File: src/rtl/dtmf_tone_detector.sv
// -----------------------------------------------------------------------------
// dtmf_tone_detector
//
// Measures the period of an asynchronous square-wave tone against the 1 MHz
// system clock. Detection is asserted once MATCH_COUNT consecutive periods
// fall inside [PERIOD_MIN, PERIOD_MAX] (default window brackets 1209 Hz,
// i.e. about 830 cycles).
//
// Ports:
//   clk_1m_in     in   1 MHz system clock
//   reset_b       in   asynchronous active-low reset
//   tone_in       in   asynchronous square-wave tone
//   enable        in   synchronous enable; 0 forces IDLE
//   period_out    out  [11:0] last measured period, saturating at 4095
//   period_valid  out  one-cycle pulse when period_out updates
//   tone_detected out  level, tone present and locked
//   timeout       out  one-cycle pulse on loss of signal
//
// Optional build macro:
//   DTMF_MISS_TOLERANCE_EN  tolerate a single out-of-window period while
//                           locked; a second consecutive one drops the lock.
//
// State table:
//   S_IDLE    | counters held at 0, detection cleared, waiting for enable
//   S_ACQUIRE | waiting for the first rising edge; nothing is measured on it
//   S_MEASURE | counting cycles between rising edges, qualifying each period
// -----------------------------------------------------------------------------
module dtmf_tone_detector #(
    parameter int unsigned PERIOD_MIN     = 810,
    parameter int unsigned PERIOD_MAX     = 850,
    parameter int unsigned MATCH_COUNT    = 4,
    parameter int unsigned TIMEOUT_CYCLES = 2047
) (
    input  logic        clk_1m_in,
    input  logic        reset_b,
    input  logic        tone_in,
    input  logic        enable,
    output logic [11:0] period_out,
    output logic        period_valid,
    output logic        tone_detected,
    output logic        timeout
);

    typedef enum logic [1:0] {
        S_IDLE    = 2'd0,
        S_ACQUIRE = 2'd1,
        S_MEASURE = 2'd2
    } state_t;

    localparam logic [11:0] C_MIN   = 12'(PERIOD_MIN);
    localparam logic [11:0] C_MAX   = 12'(PERIOD_MAX);
    localparam logic [3:0]  C_MATCH = 4'(MATCH_COUNT);
    localparam logic [11:0] C_TMO   = 12'(TIMEOUT_CYCLES);

    state_t      r_state, w_state_next;
    logic        r_sync1, r_sync2, r_sync3;
    logic        w_rise;
    logic [11:0] r_cnt, w_cnt_next, w_cnt_inc;
    logic [11:0] r_period, w_period_next;
    logic [3:0]  r_match, w_match_next, w_match_inc;
    logic        r_valid, w_valid_next;
    logic        r_det, w_det_next;
    logic        r_tmo, w_tmo_next;
    logic        w_in_window;
`ifdef DTMF_MISS_TOLERANCE_EN
    logic        r_miss, w_miss_next;
`endif

    always_ff @(posedge clk_1m_in or negedge reset_b) begin
        if (!reset_b) begin
            r_sync1 <= 1'b0;
            r_sync2 <= 1'b0;
            r_sync3 <= 1'b0;
        end else begin
            r_sync1 <= tone_in;
            r_sync2 <= r_sync1;
            r_sync3 <= r_sync2;
        end
    end

    assign w_rise = r_sync2 & ~r_sync3;

    // Saturating counter + 1 doubles as the measured period on a rise.
    assign w_cnt_inc   = (r_cnt == 12'hFFF) ? r_cnt : r_cnt + 12'd1;
    assign w_in_window = (w_cnt_inc >= C_MIN) && (w_cnt_inc <= C_MAX);
    assign w_match_inc = (r_match >= C_MATCH) ? C_MATCH : r_match + 4'd1;

    always_comb begin
        w_state_next  = r_state;
        w_cnt_next    = r_cnt;
        w_period_next = r_period;
        w_match_next  = r_match;
        w_valid_next  = 1'b0;
        w_tmo_next    = 1'b0;
        w_det_next    = r_det;
`ifdef DTMF_MISS_TOLERANCE_EN
        w_miss_next   = r_miss;
`endif
        if (!enable) begin
            w_state_next = S_IDLE;
            w_cnt_next   = 12'd0;
            w_match_next = 4'd0;
            w_det_next   = 1'b0;
`ifdef DTMF_MISS_TOLERANCE_EN
            w_miss_next  = 1'b0;
`endif
        end else begin
            case (r_state)
                S_IDLE: begin
                    w_cnt_next   = 12'd0;
                    w_match_next = 4'd0;
                    w_det_next   = 1'b0;
                    w_state_next = S_ACQUIRE;
                end
                S_ACQUIRE: begin
                    if (w_rise) begin
                        w_cnt_next   = 12'd0;
                        w_state_next = S_MEASURE;
                    end
                end
                S_MEASURE: begin
                    // A rise on the edge where the count would reach the
                    // timeout still counts as a period; the rise wins.
                    if (w_rise) begin
                        w_period_next = w_cnt_inc;
                        w_valid_next  = 1'b1;
                        w_cnt_next    = 12'd0;
                        if (w_in_window) begin
                            w_match_next = w_match_inc;
`ifdef DTMF_MISS_TOLERANCE_EN
                            w_miss_next  = 1'b0;
`endif
                        end else begin
`ifdef DTMF_MISS_TOLERANCE_EN
                            if (r_det && !r_miss) begin
                                w_miss_next = 1'b1;
                            end else begin
                                w_match_next = 4'd0;
                                w_miss_next  = 1'b0;
                            end
`else
                            w_match_next = 4'd0;
`endif
                        end
                        w_det_next = (w_match_next == C_MATCH);
                    end else if (w_cnt_inc == C_TMO) begin
                        w_tmo_next   = 1'b1;
                        w_cnt_next   = 12'd0;
                        w_match_next = 4'd0;
                        w_det_next   = 1'b0;
                        w_state_next = S_ACQUIRE;
`ifdef DTMF_MISS_TOLERANCE_EN
                        w_miss_next  = 1'b0;
`endif
                    end else begin
                        w_cnt_next = w_cnt_inc;
                    end
                end
                default: begin
                    w_state_next = S_IDLE;
                end
            endcase
        end
    end

    always_ff @(posedge clk_1m_in or negedge reset_b) begin
        if (!reset_b) begin
            r_state  <= S_IDLE;
            r_cnt    <= 12'd0;
            r_period <= 12'd0;
            r_match  <= 4'd0;
            r_valid  <= 1'b0;
            r_det    <= 1'b0;
            r_tmo    <= 1'b0;
`ifdef DTMF_MISS_TOLERANCE_EN
            r_miss   <= 1'b0;
`endif
        end else begin
            r_state  <= w_state_next;
            r_cnt    <= w_cnt_next;
            r_period <= w_period_next;
            r_match  <= w_match_next;
            r_valid  <= w_valid_next;
            r_det    <= w_det_next;
            r_tmo    <= w_tmo_next;
`ifdef DTMF_MISS_TOLERANCE_EN
            r_miss   <= w_miss_next;
`endif
        end
    end

    assign period_out    = r_period;
    assign period_valid  = r_valid;
    assign tone_detected = r_det;
    assign timeout       = r_tmo;

endmodule

File: config.mk
export PLATFORM = sky130hd
export DESIGN_NAME = dtmf_tone_detector
export DESIGN_NICKNAME = d
export VERILOG_FILES = /design/src/rtl/dtmf_tone_detector.sv
export SDC_FILE = /design/constraint.sdc
export NUM_CORES = 1
export LEC_CHECK = 0
export ABC_CLOCK_PERIOD_IN_PS = 3270
export BUFFER_PORTS_ARGS = -buffer_cell sky130_fd_sc_hd__buf_2
export CAP_MARGIN = 20
export CORE_MARGIN = 2
export CORE_UTILIZATION = 34
export CTS_CLUSTER_DIAMETER = 50
export DETAILED_ROUTE_END_ITERATION = 8
export PLACE_DENSITY = 0.59
export SYNTH_ARGS = -nofsm -noshare
export SYNTH_HDL_FRONTEND = slang
export SYNTH_SLANG_ARGS = --single-unit
export TNS_END_PERCENT = 5
File: constraint.sdc
create_clock -name clk_1m_in -period 3.27 [get_ports clk_1m_in]
set_input_delay 0.1635 -clock clk_1m_in [delete_from_list [all_inputs] [get_ports clk_1m_in]]
set_output_delay 0.1635 -clock clk_1m_in [all_outputs]
set_load 0.01 [all_outputs]
Yosys cells after proc, flatten, opt, wreduce, memory -nomap -nowiden
Index checks and enable logic that the tools add are counted.
{ "classes": {"add_sub_neg": 2, "n_lt_le_gt_ge": 3, "n_eq_ne": 11, "n_mux": 31, "bitwise": 2, "reduce_logical": 6} }
{ "op_table": {"columns": ["cell", "count"], "rows": [
  ["$mux 12", 5],
  ["$pmux 12 s3", 1],
  ["$mux 4", 8],
  ["$add 12x1->12 const B", 1],
  ["$eq 12x11->1 const B", 1],
  ["$eq 12x12->1 const B", 1],
  ["$ge 12x10->1 const B", 1],
  ["$le 12x10->1 const B", 1],
  ["$mux 1", 10],
  ["$ne 3x3->1 const B", 3],
  ["$mux 2", 4],
  ["$pmux 4 s2", 1],
  ["$pmux 2 s3", 1],
  ["$reduce_and 3->1", 2],
  ["$add 4x1->4 const B", 1],
  ["$eq 4x3->1 const B", 1],
  ["$ge 4x3->1 const B", 1],
  ["$ne 4x1->1 const B", 1],
  ["$ne 4x4->1 const B", 1],
  ["$reduce_and 2->1", 2],
  ["$ne 3x1->1 const B", 1],
  ["$eq 2x1->1 const B", 1],
  ["$eq 2x2->1 const B", 1],
  ["$logic_not 2->1", 1],
  ["other kinds (4)", 4]
]} }
{ "word_totals": {"ff_bits": 36, "in_bits": 4, "output_inout_bits": 15, "elab_cells": 65} }

Depth between registers and ports, before layout
{ "logic_depth": {"word_depth": 12, "depth_mapped": 11, "ltp_nobuf": 8} }

Worst setup path after synthesis
OpenSTA, ideal clock, no wires.
{ "synth_timing": {"path_kind": "register to register", "startpoint": "reg r_cnt[1]", "endpoint": "reg r_cnt[9]", "setup_ns": 0.128, "arrival_time_ns": 2.353, "t_required_ns": 3.142, "setup_slack_ns": 0.789, "stages_incl_launch_ff": 11, "path_buffers": 2, "synth_period_minus_slack_ns": 2.481, "path_cell_list": "dfrtp_1 ha_1 and3_1 buf_6 nor4_1 a211oi_1 or2_1 or4_4 buf_6 a31oi_1 o22ai_1"} }
{ "synth_between": {"elab_chain_cells": 7, "elab_cells_between_ends": 8, "cone_classes": "1 x add/sub; 2 x eq/ne; 5 x mux"} }
{ "synth_rtl": {"columns": ["element", "line_no", "text"], "rows": [
  ["start: declaration", "58", "logic [11:0] r_cnt, w_cnt_next, w_cnt_inc;"],
  ["start signal: assignment", "180", "r_cnt <= w_cnt_next;"],
  ["$add 12x1->12 / $eq 12x12->1 (equally long branches)", "84", "assign w_cnt_inc = (r_cnt == 12'hFFF) ? r_cnt : r_cnt + 12'd1;"],
  ["$mux 12 *", "84", null],
  ["$eq 12x11->1", "146", "end else if (w_cnt_inc == C_TMO) begin"],
  ["$mux 12 *", "146", null],
  ["$mux 12 *", "124", "if (w_rise) begin"],
  ["$pmux 12 s3 *", "108", "case (r_state)"],
  ["$mux 12 *", "99", "if (!enable) begin"]
]} }
Every way passes the cells marked *; elsewhere a longest branch is shown, timed or not.
A chain may end at the register's enable or synchronous reset.

Final worst setup path
{ "layout_timing": {"startpoint": "reg r_cnt[0]", "endpoint": "reg r_cnt[9]"} }
The elaborated chain is that of the path after synthesis.

==> metrics.md <==
| Metric | Value |
|---|---|
| Worst setup path category | `flop to flop` |
| Number of sinks handled by clock tree synthesis | `36` |
| Global route hottest layer | `met2` |
| Post-Synthesis Net Count | `237` |
| Synthesized-area fraction occupied by ao, oa, aoi and oai cells | `between 20 and 25%` |
| Crit path cell chain | `ha_1 -> and3_1 -> nand4_4 -> mux2i_4 -> nand4_4 -> or4_4 -> a31oi_1 -> o22ai_1` |
| Number of enable flip-flop cells after synthesis | `0` |
| Remaining DRCs | `0` |
| Peak ir drop on the vdd network | `between 0.00015 and 0.0002 V` |
| Final core utilization | `around 39%` |
| Type of element launching the critical path | `flop` |
| Leading register cell type out of synthesis | `sky130_fd_sc_hd__dfrtp_1` |
| Static Leak | `approximately 0.0011 µW` |
| Initial antenna violation count | `0` |
| Number of standard-cell rows in the floorplan | `29` |
| Global Route met2 Usage | `roughly a quarter` |
| Largest family of logic cells by synthesized area | `simple AND/OR/NAND/NOR gates` |
| Area growth from synthesis to layout | `11.5%` |
| Unrepaired setup endpoints after global routing | `false` |
| Cell seen most often among critical-path stages | `sky130_fd_sc_hd__nand4_4` |
| Category of the worst setup path capture point | `flop` |
| Clock Root Buffer | `sky130_fd_sc_hd__clkbuf_8` |
| Slew of the pin with the lowest slew margin | `a little over 0.8 ns` |
| Share of synthesized cell area in full adder, half adder and majority cells | `between 1 and 1.5%` |
| Required time of the critical path | `roughly 3.4 ns` |
| Final hold vios | `0` |
| Path type of the worst min-delay path | `primary input to flop` |
| Die outline area | `approximately 7000 µm²` |
| Min Clock Period, post-route | `between 2 and 3 ns` |
| Post-DRT Antenna Nets | `0` |
| Cells taking the most area after synthesis | `sky130_fd_sc_hd__dfrtp_1 (42%), sky130_fd_sc_hd__nand2_1 (6.2%), sky130_fd_sc_hd__nor2_1 (2.9%), sky130_fd_sc_hd__a31oi_1 (2.9%), sky130_fd_sc_hd__a21oi_1 (2.3%)` |
| Total of buffers placed on input and output ports | `18` |
| Synth top cells by count | `sky130_fd_sc_hd__dfrtp_1 (36), sky130_fd_sc_hd__nand2_1 (36), sky130_fd_sc_hd__nor2_1 (17)` |
| Total negative slack for setup checks | `0 ns` |
| Global routing usage on met1 | `between 20% and 30%` |
| Largest area contributor in the synthesized netlist | `sky130_fd_sc_hd__dfrtp_1` |
| Overall fraction of global-route tracks in use | `approximately 16%` |
| Final number of max-transition violations | `0` |
| Initial DRC Count | `143` |
| CP max stage cell | `sky130_fd_sc_hd__or4_4` |
| Fraction of synthesized area in multiplexers | `2.54%` |
| F_max | `~0.35 GHz` |
| First-pass iteration count of the detailed router | `4` |
| Instance count of the mapped netlist | `231` |
| Area fraction of the dominant cell type after synthesis | `a little over two fifths` |
| Standard cell area after detailed placement | `2310 µm²` |
| Worst Skew | `0.0102 ns` |
| Number of buffers created by CTS | `5` |
| Asr flop ratio synth | `100%` |
| Final std cell area, no fill | `approximately 2400 µm²` |
| Met3 Resource Use GR | `2.77%` |
| Maximum root-to-sink buffer count | `2` |
| Number of vias in the routed layout | `between 1500 and 2000` |
| Net count, final | `between 200 and 300` |
| Outcome | `complete, no violations` |
| N_diodes | `0` |
| Power density over the cells | `around 340 nW/µm²` |
| Share of the cycle needed by the critical path after routing | `just under 90%` |
| Post-synthesis instance area | `2160 µm²` |
| Detailed Route WL | `roughly 5.4 mm` |
| Critical R2R Launch | `r_cnt[0]` |
| Part of the Yosys area used for sequential elements | `between 40% and 50%` |
| Worst slew margin relative to its limit | `between 40% and 50%` |
| Num ports | `19` |
| Critical Path Max Stage Delay | `slightly above 0.6 ns` |
| H-Tree Level Count | `2` |
| Post-synthesis simple-gate area fraction | `27.6%` |
| Source-to-sink clock delay at the later pin of the worst-skew pair | `0.28 ns` |
| Placed wire-length estimate | `4.04 mm` |
| Worst path top cell family by delay | `simple AND/OR/NAND/NOR gates` |
| Clock transition at the register clock pins on the worst setup and hold paths after CTS | `around 0.07 ns` |
| Share of layout cells above drive strength 1 | `20.8%` |
| Fraction of synthesized cell area in xor and xnor cells | `1.21%` |
| Initial core utilization | `between 30% and 40%` |
| Buffers and inverters on the worst path | `0` |
| WL/cell | `~17 µm` |
| # setup viols final | `0` |
| Gp weighted congestion | `between 0.8 and 0.9` |
| Area of the placeable core | `6240 µm²` |
| Yosys synthesis warning count | `0` |
| Vias per cell | `5.51` |
| Pin count of the biggest net entering global routing | `37` |
| Max-capacitance violation count | `0` |
| First-pass GRT wire length | `between 9 and 10 mm` |
| Worst-path maximum fanout | `12` |
| Number of global-route vias before repair | `about 1800` |
| Arrival time at the worst endpoint | `between 3 and 4 ns` |
| Die width | `~84 µm` |
| Number of register bits inferred by synthesis | `36` |
| Mean instance size in the synthesized netlist | `9.37 µm²` |
| Synth unique cells | `65` |
| Crit path from | `r_cnt[0]` |
| Height of the die | `about 84 µm` |
| Global-route congestion overflow total | `0` |
| TritonCTS clock tree | `built` |
| Hold path startpoint | `enable` |
## layer usage
metal | vias to the layer above | routed length [µm] | share of wire, %
met3 | 8 | 195 | 3.6
met4 | 0 | 96 | 1.8
met5 | - | 0 | 0
met1 | 875 | 2620 | 48
met2 | 37 | 2510 | 46
li1 | 881 | - | -
## where the power goes
group          internal (µW)  leakage (µW)  switching (µW)  total, µW
clock                    152     0.0000424             152        304
sequential               459      0.000490            8.81        468
combinational           23.0      0.000559            36.0       59.0
total                    634       0.00109             197        832
## state kept, by name, indices dropped and copies added, names as in the netlist
name           cells
r_match            4
r_cnt             12
period_out        12
period_valid       1
r_sync3            1
r_sync1            1
timeout            1
r_state            2
tone_detected      1
r_sync2            1
## per-stage QoR
step                      hold slack, ns  setup WS, ns  total power, µW  std cells
after global placement             0.272         0.530              535        317
final                              0.174         0.381              832        327
after global routing               0.169         0.144              874        327
after floorplan                   -0.132         0.789              506        231
after CTS                          0.166         0.410              847        327
after detailed placement           0.274         0.410              535        317
## layout make-up
class	instances	area [µm²]
tap	77	96.3
sequential	36	901
timing repair buffer	24	140
inverter	5	18.8
fill	648	3830
multi-input combinational	177	1170
clock buffer	7	76.3
clock inverter	1	8.76
## kinds of logic (layout without fill, tap and decap cells)
| logic type | after synthesis | after routing |
|---|---|---|
| xor gates and xnor gates | 3 | 3 |
| AOI/OAI and AO/OA | 65 | 65 |
| and+or+nand+nor | 103 | 103 |
| DFF | 36 | 36 |
| muxes | 4 | 4 |
| adders and majority gates | 2 | 2 |
| buffers and inverters | 18 | 37 |
## layout by cell type, fill, tap and decap left out, drive strengths merged, types with 5 or more instances in the layout
cell,n
o21ai,12
clkbuf,7
buf,22
dfrtp,36
nor3,5
nand4,5
a21oi,13
nor4,5
nor2,17
inv,5
nand3,6
a31oi,10
nand2,37
## repair_timing
action	4_1_cts	5_1_grt
hold buffers	2	0
gates resized for setup	0	0
setup buffers	0	0
setup endpoints to repair	0	0
hold endpoints to repair	37	0
## final timing paths
| kind | end | slack (ns) | cells past startpoint |
|---|---|---|---|
| max | r_cnt[9] | 0.38 | 8 |
| min | r_state[0] | 0.17 | 2 |
| max reg2reg | r_cnt[9] | 0.38 | 8 |
| min reg2reg | r_sync2 | 0.35 | 0 |
| max in group asynchronous | r_cnt[2] | 2.25 | 2 |
| min in group asynchronous | period_out[4] | 0.50 | 2 |
Power figures use the tool's default switching activity.
